**config.mk**
```make
export PLATFORM = sky130hd
export DESIGN_NAME = alu_op_sequencer
export DESIGN_NICKNAME = d
export VERILOG_FILES = /design/src/rtl/alu_op_sequencer.sv
export SDC_FILE = /design/constraint.sdc
export NUM_CORES = 1
export LEC_CHECK = 0
export CAP_MARGIN = 0
export CORE_MARGIN = 3
export CORE_UTILIZATION = 35
export CTS_CLUSTER_SIZE = 12
export DETAILED_ROUTE_END_ITERATION = 10
export SLEW_MARGIN = 20
export SYNTH_ARGS = -nofsm -noshare
export SYNTH_HDL_FRONTEND = slang
export SYNTH_SLANG_ARGS = --single-unit
```
**constraint.sdc**
```tcl
create_clock -name clk -period 5.9 [get_ports clk]
set_input_delay 1.18 -clock clk [delete_from_list [all_inputs] [get_ports clk]]
set_output_delay 1.18 -clock clk [all_outputs]
set_load 0.03 [all_outputs]
```
**src/rtl/alu_op_sequencer.sv**
```systemverilog
// Command front-end for a combinational 4-bit ALU: queues commands, drives registered
// operands, captures the result one cycle later and returns it on a valid/ready channel.
//
// state | meaning
// IDLE  | nothing in flight; pops the FIFO head as soon as one is queued
// ISSUE | ALU inputs stable; capture result/carry into rsp regs and accumulator
// RESP  | response held until rsp_ready; may pop the next command on the handshake
module alu_op_sequencer #(
    parameter int DEPTH = 4,
    parameter int W     = 4
) (
    input  logic         clk,
    input  logic         rst_n,
    input  logic         cmd_valid,
    output logic         cmd_ready,
    input  logic [W-1:0] cmd_a,
    input  logic [W-1:0] cmd_b,
    input  logic [2:0]   cmd_op,
    input  logic         cmd_chain,
    output logic [W-1:0] alu_a,
    output logic [W-1:0] alu_b,
    output logic [2:0]   alu_op,
    input  logic [W-1:0] alu_result,
    input  logic         alu_carry,
    output logic         rsp_valid,
    input  logic         rsp_ready,
    output logic [W-1:0] rsp_result,
    output logic         rsp_carry,
    output logic         busy
);

    localparam int PW = $clog2(DEPTH);
    localparam int CW = $clog2(DEPTH + 1);
    localparam int EW = 2 * W + 4;

    typedef enum logic [1:0] {IDLE, ISSUE, RESP} state_t;

    state_t         state, state_next;
    logic [EW-1:0]  mem [DEPTH];
    logic [PW-1:0]  wr_ptr, rd_ptr;
    logic [CW-1:0]  count;
    logic [W-1:0]   acc;
    logic           fifo_empty;
    logic           push, pop, capture, rsp_clear;
    logic [W-1:0]   head_a, head_b;
    logic [2:0]     head_op;
    logic           head_chain;

    assign fifo_empty = (count == '0);
    assign cmd_ready  = rst_n && (count != CW'(DEPTH));
    assign push       = cmd_valid && cmd_ready;
    assign busy       = (state != IDLE) || !fifo_empty;
    assign {head_a, head_b, head_op, head_chain} = mem[rd_ptr];

    always_ff @(posedge clk) begin
        if (!rst_n) begin
            state <= IDLE;
        end else begin
            state <= state_next;
        end
    end

    always_comb begin
        state_next = state;
        pop        = 1'b0;
        capture    = 1'b0;
        rsp_clear  = 1'b0;
        case (state)
            IDLE: begin
                if (!fifo_empty) begin
                    pop        = 1'b1;
                    state_next = ISSUE;
                end
            end
            ISSUE: begin
                capture    = 1'b1;
                state_next = RESP;
            end
            RESP: begin
                if (rsp_ready) begin
                    rsp_clear = 1'b1;
                    if (!fifo_empty) begin
                        pop        = 1'b1;
                        state_next = ISSUE;
                    end else begin
                        state_next = IDLE;
                    end
                end
            end
            default: state_next = IDLE;
        endcase
    end

    // Storage is not reset; only pointers/count define which entries are live.
    always_ff @(posedge clk) begin
        if (push) begin
            mem[wr_ptr] <= {cmd_a, cmd_b, cmd_op, cmd_chain};
        end
    end

    always_ff @(posedge clk) begin
        if (!rst_n) begin
            wr_ptr     <= '0;
            rd_ptr     <= '0;
            count      <= '0;
            alu_a      <= '0;
            alu_b      <= '0;
            alu_op     <= '0;
            rsp_result <= '0;
            rsp_carry  <= 1'b0;
            rsp_valid  <= 1'b0;
            acc        <= '0;
        end else begin
            if (push) begin
                wr_ptr <= wr_ptr + PW'(1);
            end
            if (pop) begin
                rd_ptr <= rd_ptr + PW'(1);
                alu_a  <= head_chain ? acc : head_a;
                alu_b  <= head_b;
                alu_op <= head_op;
            end
            case ({push, pop})
                2'b10:   count <= count + CW'(1);
                2'b01:   count <= count - CW'(1);
                default: count <= count;
            endcase
            if (capture) begin
                rsp_result <= alu_result;
                rsp_carry  <= alu_carry;
                acc        <= alu_result;
                rsp_valid  <= 1'b1;
            end else if (rsp_clear) begin
                rsp_valid  <= 1'b0;
            end
        end
    end

endmodule

```
# Yosys cells after proc, flatten, opt, wreduce, memory -nomap -nowiden
# Memories as Yosys holds them, arrays and structs flattened. A register that Yosys moved wholly into a read port is not among the register bits.
# Cells that the tools add are included.
# totals
register_bits	26
input_bits	21
n_memories	1
output_inout_bits	19
wordCells	50
ramBits	48
# mem_list
name	words	word_bits	read_ports	rd_clocked_by_memory_dff	write_ports	line	rtl
mem	4	12	1	1	1	39	logic [EW-1:0] mem [DEPTH];
# classes
reduce_logical	10
eq_ne	7
addsub	4
mux	18
# op_table
op	count
$mux 1	10
$mux 2	4
$pmux 2 s3	1
$pmux 3 s2	1
$reduce_bool 2->1	3
$add 2x1->2 const B	2
$eq 2x1->1 const B	2
$eq 2x2->1 const B	2
$mux 4	1
$ne 2x2->1 const B	2
$add 3x1->3 const B	1
$logic_not 3->1	1
$ne 3x3->1 const B	1
$sub 3x1->3 const B	1
$logic_and 1x1->1	2
$logic_not 2->1	1
$pmux 1 s2	1
$reduce_and 2->1	1
$logic_not 1->1	1
$logic_or 1x1->1	1

# Longest topological paths before layout
# depth
word_depth	6
mapped_depth	9
ltp_nobuf	8

# Worst setup path before layout
# Ideal clock, no wire load.
# synth_timing
kind	in2out
from	input port rst_n
to	output port cmd_ready
path_slack_ps	2686
t_arrival_ps	2034
n_path_buf	1
t_required_ps	4720
stages	3
cell_sequence	clkinv_1 > clkbuf_1 > a21oi_1
# synth_between
elab_chain_cells	1
# synth_rtl
element	line	rtl
start: declaration	13	input logic rst_n,
$logic_and 1x1->1	50	assign cmd_ready = rst_n && (count != CW'(DEPTH));
end: declaration	15	output logic cmd_ready,
# No other way between the ends.

# Worst setup path in the final report
# Same ends and word-level chain as after synthesis.

==> results.yml <==
status:
  status: "completed"
layout:
  antenna_cells: 0
  most-common-layout-cells: "edfxtp_1, clkdlybuf4s50_1, dfxtp_1"
  nFillCells: 734
  final_common_cell: "edfxtp_1"
  layout-drive-gt1-share_pct: 12.61
  area_delta_synth_final_pct: 23.64
  nets: 260
placement:
  portBuffers: 39
  place_congestion: 0.7112
  dp.final_hpwl_mm: 3.397
route:
  firstDrtPassIters: 4
  drt_iter0_drc: 82
  drc: 0
  vias: 1591
  wl_per_cell_um: 15.49
  vias_per_cell: 4.679
  ant_nets: 0
  wl_mm: 5.266
logic_synthesis:
  yosysTopAreaCellShare_pct: 50.07
  syn_area_um2: 2879
  synth-async-reset-ratio_pct: 0
  yosys_warnings: 0
  ys_seq_area_share_pct: 69.53
  yosys.area.top_type: "edfxtp_1"
  synth.distinct_cells: 27
  synth_cells: 189
  synthTopCellsByArea: "edfxtp_1, dfxtp_1, mux4_2, mux2i_1, a21oi_1"
  avgSynthCellArea_um2: 15.23
  synth.ff_latch_count: 76
  ys.flop_type: "edfxtp_1"
  synth_edf_count: 48
  syn_nets: 216
pwr:
  leakage_uw: 0.001199
  power_frac_seq_pct: 44.2
  total_power_uw: 1611
  switching_share_pct: 33.51
  internal-power_uw: 1071
  pwr-share-clk_pct: 23.5
  power_density_nw_per_um2: 452.5
  power.switching_uw: 539.7
  ir_drop_mv: 0.1439
  power_frac_comb_pct: 32.3
sta:
  maxSlewViolCount: 0
  clock.fmax_mhz: 260.6
  period_needed_ns: 3.837
  rsz0062_at_grt: "no"
  fin_skew_ns: 0.008726
  tightest_slew_ns: 0.8502
  final-hold-violation-count: 0
  setup_viol_count_final: 0
  hold_ws_ns: 0.4573
  finalCritPeriodShare_pct: 65.03
  max-slew-margin-rel_pct: 43.24
  setup_tns_ns: 0
critical_path:
  reg2reg_slack_ns: 3.48
  crit_start: "rst_n"
  slowest_delay_ns: 0.69
  crit_chain: "clkdlybuf4s50_1 -> clkinv_1 -> a21oi_1 -> clkdlybuf4s50_1"
  arrival_ns: 2.66
  startpoint_type: "input pin"
  worst_r2r_startpoint: "count[0]"
  crit_required_ns: 4.72
  timing.critical_path.mode_cell: "clkdlybuf4s50_1"
  crit_path_end: "cmd_ready"
  worstPathMaxFanout: 5
  rr_worst_depth: 8
  critical_path_class: "in2out"
  crit_slowest_cell: "clkdlybuf4s50_1"
  endpoint_kind: "primary output"
  regToRegEndpoint: "count[2]"
clock_network:
  cts.clk_slew.worst_paths_ns: 0.08
  hold_buffers: 0
  cts_tree: "built"
  cts_htree_levels: 3
  cts_buffers: 9
  cts_setup_buffers: 0
  clock_latency_ns: 0.34
  cts_root_buffer: "clkbuf_8"
  clockBufferDepth: 2
  ctsResizeCount: 0
  cts_sinks: 76
floorplanning:
  core_um2: 7848
  initial_core_util_pct: 36.69
  die_w_um: 96.70
  ios: 40
  dieArea_um2: 9350
  die_h_um: 96.70
  rows: 32
grt:
  grt_pass1_wl_mm: 8.342
  grt_usage_pct: 11.81
  grt_max_degree: 25
  grt_overflow_total: 0
  grt_pass1_vias: 1591
  antenna_found_initial: 0
run:
  max-cap-violations: 0
min_path:
  holdPathStages: 2
  holdCritPathClass: "reg2reg"
## worst min path at each step
stage,start,endpoint,slack (ns)
global placement,alu_op[2],alu_op[2],0.45
CTS,alu_op[1],alu_op[1],0.46
finish,alu_op[1],alu_op[1],0.46
detailed placement,alu_op[1],alu_op[1],0.45
floorplan,rd_ptr[1],flip-flop,0.46
global route,alu_b[2],alu_b[2],0.49
## area by class of cell
| type | instances | area (µm²) | area share (%) |
|---|---|---|---|
| multi-input cells | 99 | 814.5 | 22.88 |
| inverters | 7 | 26.28 | 0.7381 |
| flip-flops and latches | 76 | 2002 | 56.24 |
| repair buffers | 40 | 397.9 | 11.18 |
| clock inverters | 7 | 67.56 | 1.898 |
| well taps | 102 | 127.6 | 3.585 |
| clock buffers | 9 | 123.9 | 3.480 |
## metal layers
metal / wire length (µm) / vias up / track usage, %
li1: - / 782 / -
met1: 2450 / 764 / 14.80
met2: 2496 / 41 / 18.10
met3: 263 / 4 / 4.254
met4: 56 / 0 / 5.832
met5: 0 / - / 0
## flip-flops by register name, indices dropped and copies added, names as in the netlist, named ones only
name	flops
mem	48
acc	4
alu_a	4
alu_b	4
alu_op	3
count	3
rd_ptr	2
state	2
wr_ptr	2
rsp_carry	1
rsp_valid	1
## synth_stat cells, types with 2 or more instances
cell type,count
xnor2_1,3
or3_1,2
buf_2,2
nor2b_1,2
nand2_1,16
a21oi_1,14
clkbuf_1,4
mux2i_1,10
ha_1,5
mux4_2,12
o21ai_0,7
dfxtp_1,28
and2_1,4
edfxtp_1,48
nor2_1,16
inv_1,5
## critical path: cells and delay by family
kind	cells	cell delay, ns
AO/OA/AOI/OAI	1	0.15
buffers and inverters	3	1.33
## power groups by stage
| stage | sequential, µW | combinational [µW] | clock [µW] |
|---|---|---|---|
| 3_3_place_gp | 726 | 515 | 0 |
| 6_report | 712 | 520 | 378 |
| 2_1_floorplan | 770 | 312 | 0 |
| 4_1_cts | 716 | 526 | 391 |
| 3_5_place_dp | 727 | 524 | 0 |
| 5_1_grt | 726 | 563 | 414 |
## kinds of logic after synthesis
logic type	count (synthesis)	synth area share (%)
mux	22	12.86
xor+xnor	4	1.217
simple gates	44	6.997
fa+ha+maj	6	2.868
buf+inv	14	2.173
compound gates	23	4.346
flops	76	69.53
## per-stage QoR
stage	utilization [%]	cell area, µm²	std cells	worst slack (ns)
6_report	45.36	3560	340	2.063
3_3_place_gp	42.92	3368	324	2.039
5_1_grt	45.36	3560	340	1.985
3_5_place_dp	42.92	3368	324	2.062
4_1_cts	45.36	3560	340	2.044
2_1_floorplan	-	2879	189	2.686
No activity file was read; power rests on OpenSTA's default activity.
